**config.mk**
```make
export PLATFORM = sky130hd
export DESIGN_NAME = sync_updown_counter
export DESIGN_NICKNAME = d
export VERILOG_FILES = /design/src/rtl/sync_updown_counter.sv
export SDC_FILE = /design/constraint.sdc
export NUM_CORES = 1
export LEC_CHECK = 0
export CAP_MARGIN = 20
export CORE_MARGIN = 8
export CORE_UTILIZATION = 35
export CTS_CLUSTER_SIZE = 40
export DETAILED_ROUTE_END_ITERATION = 10
export PLACE_DENSITY = 0.64
export REMOVE_ABC_BUFFERS = 1
export SLEW_MARGIN = 20
export SYNTH_ARGS = -nofsm -noshare
export SYNTH_HDL_FRONTEND = slang
export SYNTH_SLANG_ARGS = --single-unit
```
**constraint.sdc**
```tcl
create_clock -name clk -period 4.5 [get_ports clk]
set_input_delay 0.9 -clock clk [delete_from_list [all_inputs] [get_ports clk]]
set_output_delay 0.9 -clock clk [all_outputs]
set_load 0.02 [all_outputs]
```
**src/rtl/sync_updown_counter.sv**
```systemverilog
// -----------------------------------------------------------------------------
// sync_updown_counter
//
// Synchronous modulo-MODULUS up/down counter. Besides holding the count, it
// exposes the per-bit toggle mask (the J=K excitation of an equivalent
// JK-flip-flop counter), a combinational cascade carry/borrow, and a
// saturating count of wrap-arounds.
//
// Parameters:
//   WIDTH    counter width in bits (1..16)
//   MODULUS  count modulus (2..2^WIDTH); sequence is 0..MODULUS-1
//   WRAPW    width of the saturating wrap counter
//
// Ports:
//   clk        in   rising-edge clock
//   rst        in   synchronous active-high reset (clears count and wraps)
//   en         in   count enable, one step per edge
//   up         in   direction, 1 = increment, 0 = decrement
//   load       in   parallel load strobe (beats en)
//   load_val   in   value taken on load, clamped to MODULUS-1
//   clr_wraps  in   synchronous clear of the wrap counter
//   count      out  registered count
//   toggle     out  bits that flip on the next counting step (combinational)
//   carry      out  high in the cycle whose edge wraps the count (comb.)
//   wraps      out  saturating number of wrap-arounds (registered)
// -----------------------------------------------------------------------------
module sync_updown_counter #(
  parameter int WIDTH   = 4,
  parameter int MODULUS = 10,
  parameter int WRAPW   = 8
) (
  input  logic             clk,
  input  logic             rst,
  input  logic             en,
  input  logic             up,
  input  logic             load,
  input  logic [WIDTH-1:0] load_val,
  input  logic             clr_wraps,
  output logic [WIDTH-1:0] count,
  output logic [WIDTH-1:0] toggle,
  output logic             carry,
  output logic [WRAPW-1:0] wraps
);

  // Reject an out-of-range configuration while elaborating rather than
  // silently producing a counter with an odd sequence.
  if (WIDTH < 1 || WIDTH > 16 || MODULUS < 2 || MODULUS > (1 << WIDTH)) begin : g_bad_param
    $error("sync_updown_counter: illegal WIDTH/MODULUS combination");
  end

  localparam logic [WIDTH-1:0] MAX_VAL = WIDTH'(MODULUS - 1);

  logic [WIDTH-1:0] count_q, count_d;
  logic [WRAPW-1:0] wraps_q, wraps_d;
  logic [WIDTH-1:0] nxt;
  logic [WIDTH-1:0] load_clamped;
  logic             at_end;

  // at_end marks the terminal value for the current direction: the next
  // step from here wraps the sequence.
  always_comb begin
    at_end = up ? (count_q == MAX_VAL) : (count_q == '0);
    if (up) begin
      nxt = at_end ? '0 : count_q + WIDTH'(1);
    end else begin
      nxt = at_end ? MAX_VAL : count_q - WIDTH'(1);
    end
  end

  // Compare in 32 bits so MODULUS = 2^WIDTH never clamps anything.
  assign load_clamped = (32'(load_val) >= MODULUS) ? MAX_VAL : load_val;

  assign carry  = en & ~rst & ~load & at_end;
  assign toggle = count_q ^ nxt;

  always_comb begin
    count_d = count_q;
    wraps_d = wraps_q;
    if (load) begin
      count_d = load_clamped;
    end else if (en) begin
      count_d = nxt;
    end
    // clr_wraps wins over a wrap in the same cycle; the counter sticks at
    // all-ones once saturated.
    if (clr_wraps) begin
      wraps_d = '0;
    end else if (carry && (wraps_q != '1)) begin
      wraps_d = wraps_q + WRAPW'(1);
    end
  end

  always_ff @(posedge clk) begin
    if (rst) begin
      count_q <= '0;
      wraps_q <= '0;
    end else begin
      count_q <= count_d;
      wraps_q <= wraps_d;
    end
  end

  assign count = count_q;
  assign wraps = wraps_q;

endmodule

```
Yosys cells after proc, flatten, opt, wreduce, memory -nomap -nowiden
Index checks and enable logic that the tools add are counted.
- bits in registers: 12
- word-level logic and storage cells: 25
- equal/unequal tests: 2
- multiplexer cells: 7
- reduce and logical (&&, ||, !) cells: 4
- magnitude comparators: 1
- bitwise operators: 6
- add/sub/neg operators: 3
- operators by type and width (cell ; number):
    2-to-1 mux 4 bit ; 6
    adder 8 x 1 -> 8 bit, second input constant ; 1
    inequality test 8 bit, second input constant ; 1
    adder 4 x 1 -> 4 bit, second input constant ; 1
    == test 4 bit, second input constant ; 1
    >= comparator 4 bit, second input constant ; 1
    logical NOT 4 bit ; 1
    subtractor 4 x 1 -> 4 bit, second input constant ; 1
    bitwise XOR 4 bit ; 1
    bitwise AND 1 bit ; 3
    NOT 1 bit ; 2
    nonzero test 2 bit ; 1
    OR reduction 2 bit ; 1
    logical AND 1 bit ; 1
    2-to-1 mux 1 bit ; 1

Longest topological paths before layout
- depth after elaboration: 6
- depth in mapped cells: 8
- mapped depth without buffers: 7

Worst setup path after synthesis
No wires, ideal clock.
- kind: input port to output port
- from: input port up
- to: output port toggle[1]
- data required time: 3600 ps
- slack: 1500 ps
- path buffers: 1
- stages: 5
- data arrival time: 2100 ps
- path through: buf_2 -> or3b_4 -> a21oi_1 -> nor2_1 -> xnor2_1
- longest elaborated chain between the ends: 4
- elaborated cells on any way between the ends: 5
- those cells by class: 4 x mux; 1 x bitwise
- ends and longest elaborated chain (element ; line ; RTL):
    start: declaration ; 35 ; input logic up,
    2-to-1 mux 1 bit ; 62 ; at_end = up ? (count_q == MAX_VAL) : (count_q == '0);
    2-to-1 mux 4 bit, on equally long branches ; 66, 64 ;
    2-to-1 mux 4 bit * ; 63 ; if (up) begin
    bitwise XOR 4 bit * ; 74 ; assign toggle = count_q ^ nxt;
    end: declaration ; 40 ; output logic [WIDTH-1:0] toggle,
Mark *: on every way between the ends. The rest lies on a longest branch, timed or not.

Worst setup path after layout
Same ends and word-level chain as after synthesis.

==> out/results.txt <==
Total GRT Usage: 10.87%
GRT Residual Overflow: 0
Sequential share of power: 44.9%
Internal power summed over all cells: 180.4 uW
PortBufs: 26
Switching portion of total power: 30.43%
Most frequently used flop master after synthesis: dfxtp_1
Avg Vias per Cell: 5.469
CTS sink cnt: 12
Initial detailed-routing violation count: 33
Clock-pin slew on the worst setup and hold paths: 0.07 ns
Worst-margin pin slew: 0.4566 ns
Placed standard-cell area: 1112 um^2
P_leak: 0.3984 nW
Total wirelength of the detailed-routed design: 2158 um
Detailed placement HPWL: 1692 um
Outcome: complete, no violations
Netlist cell types: 41
Setup skew after layout: 0.001912 ns
Number of enable flip-flop cells after synthesis: 0
Global-route wire length before repair: 3732 um
Power density cells: 228.6 nW/um^2
Die H: 65.27 um
Placeable core region: 2387 um^2
Switching power total: 78.94 uW
Synthesized cell area: 849.6 um^2
Weighted congestion at the end of routability-driven global placement: 0.7606
Critical Path Fanout Max: 7
Highest clock rate: 0.2532 GHz
Cell Rows: 18
Post-CTS Setup Repair Bufs: 0
Clk network pwr share: 24.3%
Cell area after layout: 1135 um^2
Detail Route met2 WL: 1097 um
Detailed-routing wirelength on met1: 980 um
Total of fill cells in the finished design: 254
Final TNS setup: 0 ns
H-Tree Level Count: 1
Clock buffer depth: 2
Share of the synthesized area in the top cell type: 28.28%
Syn Inst Count: 108
Max-slew headroom at the worst pin: 69.45%
Initial antenna violation count: 0
Number of global-route vias before repair: 835
Most common cell type on the critical path: clkdlybuf4s50_1
Synth Area per Inst: 7.866 um^2
Cell at the root of the clock tree: clkbuf_4
DRC violation count after routing: 0
Class of the most critical setup path: in2out
Startpoint of the worst setup timing path: up
Resized Gates After CTS: 0
Sequential cell area fraction in the yosys report: 28.28%
Kind of start point of the critical path: input pin
Starting utilization of the core area: 35.59%
Top-count cell post-synth: dfxtp_1
First-pass DRT Iterations: 4
Combinational Power Share: 30.8%
Worst-path cell with the longest stage delay: clkdlybuf4s50_1
Pre-CTS setup slack: 0.5917 ns
Area of the die: 4260 um^2
Time the final worst path needs with I/O delays and setup: 3.949 ns
Maximum number of pins on one net before global-route repair: 14
Most numerous cell types in the synthesized netlist: dfxtp_1, a21oi_1, nor2_1
CTS Buf Count: 3
Uppermost routed layer: met4
Post-layout util: 47.54%
Area of the multi-input gates: 544.3 um^2
Crit-path max cell delay: 0.64 ns
Final cycle utilization of the critical path: 87.75%
Final setup vio count: 0
Maximum capacitance violations: 0
Die Span X: 65.27 um
CTS hold repair buffers: 0
Hold Fails Final Rpt: 0
Detailed-route wire length per cell: 13.32 um
Worst endpoint data arrival time: 3.05 ns
Worst IR drop on VDD: 120.2 uV
Ports: 27
Ordered cell list for the critical path: clkdlybuf4s50_1 -> or3b_4 -> a21oi_1 -> nor2_1 -> xnor2_1 -> clkdlybuf4s50_1
Hold/Removal Path Class: reg2reg
Startpoint of the worst register-to-register path: count[0]
Fin. max-slew vios: 0
Worst setup margin: 0.5511 ns
Worst min-delay path startpoint: wraps[5]
Proportion of register bits with asynchronous set or reset after synthesis: 0%
Remaining antenna violation count: 0
Number of nets in the final layout: 148
Worst-Skew Late Latency: 0.26 ns
Inserted Diodes: 0
Hold WS: 0.5040 ns
Fraction of final layout cells with drive strength greater than 1: 5.303%
Endpoint type of the worst setup path: primary output
CTS tree: built
Syn-to-layout area delta: 33.58%
Register cell area after layout: 240.2 um^2
Met3 routed wirelength: 57 um
Unrepaired setup endpoints after global routing: no
Total number of vias: 886
Synth area leaders: dfxtp_1, a21oi_1, ha_1
Cell taking the most area after synthesis: dfxtp_1
#FFs+latches synth: 12
Ys Warns: 0
WP data required: 3.60 ns
metal layers:
metal,global-route usage (%),vias to the layer above
met1,11.64,412
li1,-,455
met3,3.231,2
met5,0,-
met2,19.56,17
met4,4.087,0
layout make-up:
| class | count | area share [%] |
|---|---|---|
| timing repair buffer | 26 | 22.93 |
| inverter | 8 | 2.646 |
| tap | 30 | 3.308 |
| clock buffer | 3 | 1.985 |
| sequential | 12 | 21.17 |
| multi-input combinational | 83 | 47.96 |
stage by stage:
stage / std cells / total power, mW
2_1_floorplan: 103 / 0.1619
3_3_place_gp: 159 / 0.1981
3_5_place_dp: 159 / 0.1991
4_1_cts: 162 / 0.2643
5_1_grt: 162 / 0.2797
6_report: 162 / 0.2594
state kept, by name, indices dropped and copies added (netlist names):
| signal | count |
|---|---|
| wraps | 8 |
| count | 4 |
cell usage in the layout, fill, tap and decap left out, types with 2 or more instances in the layout:
| cell | instances |
|---|---|
| clkbuf_4 | 3 |
| a221oi_1 | 2 |
| o21a_1 | 2 |
| nand3_1 | 6 |
| xnor2_1 | 2 |
| ha_1 | 4 |
| inv_1 | 8 |
| mux2i_1 | 2 |
| dfxtp_1 | 12 |
| nor2_1 | 9 |
| a21oi_1 | 10 |
| clkdlybuf4s50_1 | 26 |
| nand4_1 | 3 |
| nand2_1 | 7 |
| or4_1 | 4 |
| or2_2 | 2 |
| o31ai_1 | 3 |
| o21ai_0 | 6 |
power by group through the flow:
stage | logic [mW] | clock network, mW | registers, mW
final | 0.0800 | 0.0630 | 0.116
after detailed placement | 0.0803 | 0 | 0.119
after global placement | 0.0795 | 0 | 0.119
after floorplan | 0.0413 | 0 | 0.121
after global routing | 0.0857 | 0.0767 | 0.117
after CTS | 0.0805 | 0.0675 | 0.116
cell families (layout without fill, tap and decap cells):
kind of cell | after synthesis | in the layout | synth area share, %
compound gates | 34 | 34 | 26.81
xor+xnor | 3 | 3 | 3.093
fa+ha+maj | 4 | 4 | 5.891
buf+inv | 13 | 37 | 7.657
flops | 12 | 12 | 28.28
mux | 2 | 2 | 2.357
simple gates | 40 | 40 | 25.92
path summary, 6_finish.rpt:
path | end | slack (ns) | cells after the start
worst max-delay path | toggle[1] | 0.55 | 6
worst min-delay path | wraps[5] | 0.50 | 2
worst max register to register | wraps[4] | 2.28 | 6
worst min register to register | wraps[5] | 0.50 | 2
critical path, delay by kind of cell:
family          cells  cell delay (ns)
buf+inv             2             1.18
compound gates      1             0.25
xor+xnor            1             0.16
simple gates        2             0.56
Note: power is estimated with default switching activity, not from simulation.
==> RTL change: new RTL, same flow settings <==
Change the parameter `WRAPW` from 8 to 12.
--- a/src/rtl/sync_updown_counter.sv
+++ b/src/rtl/sync_updown_counter.sv
@@ -29,3 +29,3 @@
   parameter int MODULUS = 10,
-  parameter int WRAPW   = 8
+  parameter int WRAPW   = 12
 ) (
Ports: changed (resized wraps); port bits go from 27 to 31. The function was not compared with the original's and may differ.
==> RTL change against the original RTL <==
Synthesized area is 29% higher. Utilization increased by 0.13 points. Cell area grew 26%. Non-clock buffer count rose by 5. Cell count is 22% higher. Wire length grew 32%. Critical path type unchanged. First-iteration DRC count up 110%. Sequential cell count increased by 4. Setup slack got worse by 15 ps. Power rose by 29%. Sequential share of layout area rose by 1.2 points. Highest routed layer unchanged. Largest cell class unchanged. Combinational power increased by 7.7%.
==> RTL change: results (changes against the original RTL) <==
stage	metric	value	unit	change
timing	hold_ws	513	ps	+9.18 ps
placed_design	# port buffers	30		+15%
setup_path	worst r2r dst	wraps[10]		
drt	routed vias	1175		+33%
clock_network	worst skew pair latency	290	ps	+30 ps
drt	M1 WL	1250	microns	+27%
min_path	Worst Hold Path EP	wraps[6]		
global_routing	GR Util met2	0.183		-0.0124
pwr	Internal Power	237	uW	+31%
drt	met3 wire len	222	microns	+290%
final_layout	Fillers	301		+19%
placed_design	dpl ws	547	ps	-44.5 ps
synthesis	Post-synth top cells	16 x dfxtp_1, 12 x a21oi_1, 9 x nand2_1, 9 x nand3_1, 8 x o21ai_0		
global_routing	vias in the first global route	1027		+23%
synthesis	register area share after synthesis	0.293		+0.0105
drt	Via density	5.93		+8.5%
placed_design	cell total after placement	194		+22%
setup_path	Crit. Startpoint	load		
synthesis	Netlist cell types	44		+7.3%
setup_path	CP max FO	12		+5
pwr	Lkg Pwr	0.493	nW	+24%
drt	DRT iter0 DRCs	69		+110%
final_layout	max reg flops	12		+4
global_routing	first-pass GRT wire length	4570	microns	+23%
setup_path	Worst R2R Setup Slack	2110	ps	-170 ps
placed_design	hpwl dp	2210	microns	+31%
pwr	P_comb	86.2	uW	+7.7%
global_routing	met3 GRT Util	0.0307		-0.00163
timing	slew at the pin closest to its max-slew limit	910	ps	+453 ps
drt	DR WL/cell	14.3	microns	+7.7%
global_routing	maximum number of pins on one net before global-route repair	13		-1
status	status	finished clean		
min_path	hold_sp	wraps[6]		
clock_network	clock-pin slew on the worst setup and hold paths	90	ps	+20 ps
pwr	maximum vdd drop	0.0000966	V	-20%
pwr	sequential share of power	0.454		+0.005
[RTL change: cell types whose count changed after synthesis, sizes merged, moves of 3 or more]
cell / delta
a21o: +3
dfxtp: +4
nand3: +3
nor2: -3
o21a: +3
or3: +4
[RTL change: cells by family after synthesis]
logic type	Yosys count	synth area share
flip-flops	16	0.293
adder cells (fa/ha/maj)	4	0.0458
XOR/XNOR	2	0.0160
AND/OR/NAND/NOR	51	0.263
AO/OA/AOI/OAI	48	0.297
multiplexers	2	0.0183
buffers and inverters	13	0.0664
[RTL change: area by class of cell]
type / count / share of cell area
repair buffers: 31 / 0.215
flip-flops and latches: 16 / 0.224
inverters: 7 / 0.0184
well taps: 33 / 0.0288
multi-input cells: 107 / 0.489
clock buffers: 4 / 0.0253
[RTL change: worst max-delay path by stage]
stage          slack [ps]  endpoint  depth (start not counted)
2_1_floorplan        1740     carry                          3
3_3_place_gp          600     carry                          5
3_5_place_dp          550     carry                          5
4_1_cts               540     carry                          5
5_1_grt               450     carry                          5
6_report              540     carry                          5
